## config.mk

```make
export PLATFORM = sky130hd
export DESIGN_NAME = register_file_sb
export DESIGN_NICKNAME = d
export VERILOG_FILES = /design/src/rtl/register_file_sb.sv
export SDC_FILE = /design/constraint.sdc
export NUM_CORES = 2
export LEC_CHECK = 0
export ABC_AREA = 0
export CAP_MARGIN = 0
export CORE_MARGIN = 3
export CORE_UTILIZATION = 40
export DETAILED_ROUTE_END_ITERATION = 10
export GPL_TIMING_DRIVEN = 0
export PLACE_DENSITY = 0.65
export SLEW_MARGIN = 40
export SYNTH_ARGS = -nofsm -noshare
export SYNTH_HDL_FRONTEND = slang
export SYNTH_SLANG_ARGS = --single-unit
```

## constraint.sdc

```tcl
create_clock -name clk -period 5.3 [get_ports clk]
set_clock_uncertainty 0.15 [all_clocks]
set_input_delay 1.06 -clock clk [delete_from_list [all_inputs] [get_ports clk]]
set_output_delay 1.06 -clock clk [all_outputs]
set_load 0.02 [all_outputs]
```

## src/rtl/register_file_sb.sv

```systemverilog
// register_file_sb: parametrised multi-port register file for the decode and
// writeback stages. Combinational reads with optional same-cycle write bypass,
// prioritised synchronous writes (highest port index wins), and a per-register
// busy scoreboard so decode can stall on RAW hazards.
module register_file_sb #(
  parameter int DataWidth     = 32,
  parameter int NumRegs       = 32,
  parameter int AddrWidth     = $clog2(NumRegs),
  parameter int NumReadPorts  = 2,
  parameter int NumWritePorts = 2,
  parameter int Bypass        = 1
) (
  input  logic                                    clk,
  input  logic                                    rst,
  input  logic [NumReadPorts-1:0][AddrWidth-1:0]  read_addr,
  output logic [NumReadPorts-1:0][DataWidth-1:0]  read_data,
  output logic [NumReadPorts-1:0]                 read_busy,
  input  logic [NumWritePorts-1:0]                write_enable,
  input  logic [NumWritePorts-1:0][AddrWidth-1:0] write_addr,
  input  logic [NumWritePorts-1:0][DataWidth-1:0] write_data,
  input  logic                                    reserve_enable,
  input  logic [AddrWidth-1:0]                    reserve_addr,
  input  logic                                    flush
);

  // One extra bit so NumRegs itself is representable when it is a power of 2.
  localparam logic [AddrWidth:0] NumRegsExt = (AddrWidth + 1)'(NumRegs);

  logic [DataWidth-1:0] regs_r     [NumRegs];
  logic [NumRegs-1:0]   busy_r;
  logic [NumRegs-1:0]   wr_hit_s;
  logic [DataWidth-1:0] wr_val_s   [NumRegs];
  logic [NumRegs-1:0]   busy_nxt_s;
  logic                 rsv_valid_s;

  // Per-register write select; later (higher-index) ports override earlier ones.
  // Register 0 and out-of-range addresses never match, so those writes vanish.
  always_comb begin
    for (int i = 0; i < NumRegs; i++) begin
      wr_hit_s[i] = 1'b0;
      wr_val_s[i] = '0;
      for (int k = 0; k < NumWritePorts; k++) begin
        if (write_enable[k] && (i != 0) && (write_addr[k] == AddrWidth'(i))) begin
          wr_hit_s[i] = 1'b1;
          wr_val_s[i] = write_data[k];
        end else begin
          // no match on this port: keep the selection made by lower ports
        end
      end
    end
  end

  // A reservation is only meaningful for an in-range, non-zero register.
  always_comb begin
    rsv_valid_s = 1'b0;
    if (reserve_enable && (reserve_addr != '0) && ({1'b0, reserve_addr} < NumRegsExt)) begin
      rsv_valid_s = 1'b1;
    end else begin
      rsv_valid_s = 1'b0;
    end
  end

  // Next busy vector: writes retire producers, a new reservation marks a
  // pending producer (beating a same-cycle write), flush wipes everything.
  always_comb begin
    busy_nxt_s = busy_r & ~wr_hit_s;
    if (flush) begin
      busy_nxt_s = '0;
    end else if (rsv_valid_s) begin
      busy_nxt_s[reserve_addr] = 1'b1;
    end else begin
      // no flush and no reservation: only write retirements apply
    end
  end

  // Architectural state: register contents and busy bits, async active-low reset.
  always_ff @(posedge clk or negedge rst) begin
    if (!rst) begin
      for (int i = 0; i < NumRegs; i++) begin
        regs_r[i] <= '0;
      end
      busy_r <= '0;
    end else begin
      for (int i = 0; i < NumRegs; i++) begin
        if (wr_hit_s[i]) begin
          regs_r[i] <= wr_val_s[i];
        end else begin
          regs_r[i] <= regs_r[i];
        end
      end
      busy_r <= busy_nxt_s;
    end
  end

  // Combinational read ports: x0, out-of-range and reset all read as zero/idle;
  // with bypass enabled a same-cycle write is forwarded and reported not busy.
  always_comb begin
    for (int p = 0; p < NumReadPorts; p++) begin
      read_data[p] = '0;
      read_busy[p] = 1'b0;
      if (rst && (read_addr[p] != '0) && ({1'b0, read_addr[p]} < NumRegsExt)) begin
        read_data[p] = regs_r[read_addr[p]];
        read_busy[p] = busy_r[read_addr[p]];
        for (int k = 0; k < NumWritePorts; k++) begin
          if ((Bypass != 0) && write_enable[k] && (write_addr[k] == read_addr[p])) begin
            read_data[p] = write_data[k];
            read_busy[p] = 1'b0;
          end else begin
            // this port does not forward to this read
          end
        end
      end else begin
        read_data[p] = '0;
        read_busy[p] = 1'b0;
      end
    end
  end

endmodule

```

==> results by group <==
Run status
  – Status: finished, violations left
  – Failing checks: negative setup slack

Synthesis
  – Primary flip-flop cell chosen by synthesis mapping: sky130_fd_sc_hd__dfrtp_1
  – Number of flops mapped to enable cells by yosys: 0
  – Number of standard cells after synthesis: 6,936
  – Asr flop ratio synth: 1.00
  – Mapped Avg Cell Area: 9.55 µm²
  – Area leader, netlist: sky130_fd_sc_hd__dfrtp_1
  – Syn Nets: 7,031
  – Netlist area before placement: 66,200 µm²
  – Adder and majority cell fraction of the synthesized area: 0
  – Top-area cell type share of the netlist area: 0.387
  – Top area cells in the synthesized netlist: sky130_fd_sc_hd__dfrtp_1, sky130_fd_sc_hd__mux2i_1, sky130_fd_sc_hd__mux4_2
  – Largest family of logic cells by synthesized area: multiplexers
  – Synth top cells by count: sky130_fd_sc_hd__mux2i_1, sky130_fd_sc_hd__dfrtp_1, sky130_fd_sc_hd__nor2_1
  – Complex-gate fraction of the synthesized area: 0.147
  – Xor-xnor portion of the synthesized cell area: 0.00265
  – Simple-gate share of the synthesized area: 0.0974
  – Number of distinct library cells after synthesis: 47
  – Post-synthesis sequential area ratio: 0.387
  – Flops & latches, synth: 1,024
  – Top-count cell post-synth: sky130_fd_sc_hd__mux2i_1
  – Fraction of synthesized area in multiplexers: 0.307
  – Total of warnings raised by yosys: 0

Layout
  – Nets@finish: 7,256
  – Post-route cell area: 76,900 µm²
  – Share of post-route cells with drive strength above 1: 0.146
  – Syn-to-layout area delta: 16.2%
  – Multi-input gate area: 38,800 µm²
  – Number of fillers in the final layout: 15,600
  – Storage cell area: 25,600 µm²
  – Non-filler instance count after layout: 9,449

CTS
  – TritonCTS sink count: 1,024
  – Longest Clk Path Bufs: 3
  – CTS tree: built
  – Cell chosen for the clock root: sky130_fd_sc_hd__clkbuf_16
  – Later-pin clock latency in the skew report: 770 ps
  – CTS H-tree lvls: 3
  – Hold buffer count at CTS: 0
  – CTS buffer count: 120
  – Clock input transition at the sequential cells of the worst setup and hold paths: 60 ps

Placement
  – Instance area at placement: 70,800 µm²
  – Placer congestion estimate: 1.04
  – Port buffer count: 84
  – HPWL after detailed placement: 279,000 µm
  – Placed Instances: 9,216

Setup path
  – Cell with the biggest individual delay on the critical path: sky130_fd_sc_hd__o41ai_4
  – Chain of cells forming the critical path: buf_2 -> buf_4 -> buf_6 -> nand2_4 -> clkbuf_2 -> o22ai_1 -> nor3_2 -> o41ai_4 -> clkdlybuf4s15_2
  – Critical path type: in -> out
  – Worst setup EP type: output port
  – Required time of the critical path: 4090 ps
  – Sum of buffers and inverters on the critical path: 5
  – Sort of element at the start of the critical path: input pin
  – Crit-path leading delay family: buffers and inverters
  – Arr. time, crit path: 4220 ps
  – Critical Path Fanout Max: 10
  – Worst stage delay on the critical path: 650 ps

Pwr
  – Largest vdd supply drop: 0.000312 V
  – Static Leakage: 34.5 nW
  – Total Power: 0.0283 W
  – Pwr/cell area: 367 nW/µm²

Floorplanning
  – Placeable Area: 164,000 µm²
  – Overall die area: 170,000 µm²
  – Total number of placement rows: 148
  – Number of top-level pins: 161
  – Die Ht: 413 µm
  – Initial Utilization: 0.405
  – Overall die width: 413 µm

Detailed routing
  – 1st-pass router iterations: 7
  – Drt wl/cell: 37.9 µm
  – Total detailed-routing wirelength: 358,000 µm
  – Number of vias after detailed routing: 63,500
  – Routed vias/inst: 6.72
  – Post-detailed-route count of antenna-violating nets: 0
  – 1st-iter DRT viols: 9,817
  – DRC violation count after routing: 0

STA
  – Total negative slack for setup checks: -2280 ps
  – Max Slew Vio Count: 0
  – RSZ-0062 raised after global routing: yes
  – Final critical delay including setup and external delays: 5430 ps
  – Achievable frequency: 184 MHz
  – Period utilization: 1.03
  – Final setup violation count: 40
  – Hold violation total from the final report: 0
  – Worst-case setup margin in the final layout: -134 ps
  – Slew of the pin with the lowest slew margin: 982 ps
  – Headroom to the max-slew limit: 0.345
  – Post-route worst hold slack: 51.1 ps

Min path
  – Type of the most critical hold path: in -> async

GRT
  – Vias in the first global route: 60,800
  – Largest net degree at the start of global routing: 109
  – First-pass GRT wire length: 487,000 µm
  – Grt total ovfl: 0
  – Number of antenna violations at the first check in global routing: 28
  – Global-route total usage across every layer: 0.409

Job
  – Max-cap violations: 0
## worst paths after layout
path	from	to	slack, ps	cells after the start
worst max-delay path	read_addr[6]	read_data[53]	-130	9
max in group asynchronous	rst	regs_r[932]$_DFFE_PN0P_	3210	4
worst min-delay path	rst	regs_r[188]$_DFFE_PN0P_	50	1
worst max register to register	regs_r[384]$_DFFE_PN0P_	regs_r[384]$_DFFE_PN0P_	4280	2
worst min register to register	busy_r[28]$_DFF_PN0_	busy_r[28]$_DFF_PN0_	410	2
min in group clk	busy_r[28]$_DFF_PN0_	busy_r[28]$_DFF_PN0_	410	2
## cells by family after synthesis
| kind of cell | Yosys count |
|---|---|
| buffers and inverters | 858 |
| AND/OR/NAND/NOR | 1513 |
| XOR/XNOR | 20 |
| multiplexers | 1875 |
| AO/OA/AOI/OAI | 1646 |
| flip-flops | 1024 |
## routing by layer
metal,vias up,GRT usage,part of all wire
met3,1075,0.0991,0.10
li1,25800,-,-
met4,10,0.289,0.086
met5,-,0,0.00018
met1,32300,0.527,0.39
met2,4414,0.601,0.42
## what timing repair did
item / CTS / global route
hold endpoints to repair: 0 / 0
setup endpoints to repair: 66 / 36
gates resized for setup: 469 / 39
setup buffers: 2 / 0
cloned: 0 / 1
pin swaps: 38 / 10
## sequential cells by signal (all words and copies together) (netlist names)
name	cells
regs_r	992
busy_r	32
## cells in the final DEF (no fill, tap or decap), types with 67 or more instances in the layout
cell type / netlist / layout
sky130_fd_sc_hd__nor2b_1: 72 / 72
sky130_fd_sc_hd__buf_2: 140 / 136
sky130_fd_sc_hd__nor3_1: 222 / 130
sky130_fd_sc_hd__mux2_2: 67 / 67
sky130_fd_sc_hd__o21ai_0: 430 / 430
sky130_fd_sc_hd__nor3_2: 2 / 84
sky130_fd_sc_hd__mux2i_1: 1689 / 1687
sky130_fd_sc_hd__nand2_1: 541 / 537
sky130_fd_sc_hd__clkbuf_16: 0 / 124
sky130_fd_sc_hd__mux4_2: 119 / 119
sky130_fd_sc_hd__clkbuf_2: 0 / 112
sky130_fd_sc_hd__a32oi_1: 77 / 75
sky130_fd_sc_hd__a21oi_1: 530 / 528
sky130_fd_sc_hd__dfrtp_1: 1024 / 1024
sky130_fd_sc_hd__nor2_1: 577 / 555
sky130_fd_sc_hd__o22ai_1: 312 / 312
sky130_fd_sc_hd__clkbuf_1: 539 / 417
## where the power goes
group / switching, W / leakage, nW / total (W) / internal (W)
Combinational: 0.00443 / 20.0 / 0.00770 / 0.00328
Clock: 0.00379 / 2.01 / 0.00889 / 0.00510
Sequential: 0.00182 / 12.5 / 0.0117 / 0.00985
Total: 0.0100 / 34.5 / 0.0283 / 0.0182
## stage by stage
| stage | worst slack, ps | utilization |
|---|---|---|
| final | -134 | 0.470 |
| after global routing | -1.27 | 0.470 |
| after CTS | -137 | 0.469 |
| after detailed placement | -1540 | 0.433 |
| after global placement | -47420 | 0.427 |
| after floorplan | 986 | - |
## final cells by class
cell class                      instances  area share
Timing Repair Buffer                  110      0.0165
Multi-Input combinational cell       5054       0.504
Clock buffer                          187      0.0481
Sequential cell                      1024       0.333
Buffer                                851      0.0575
Tap cell                             2175      0.0354
Antenna cell                           13    0.000423
Clock inverter                         35     0.00506
Note: power is estimated with default switching activity, not from simulation.
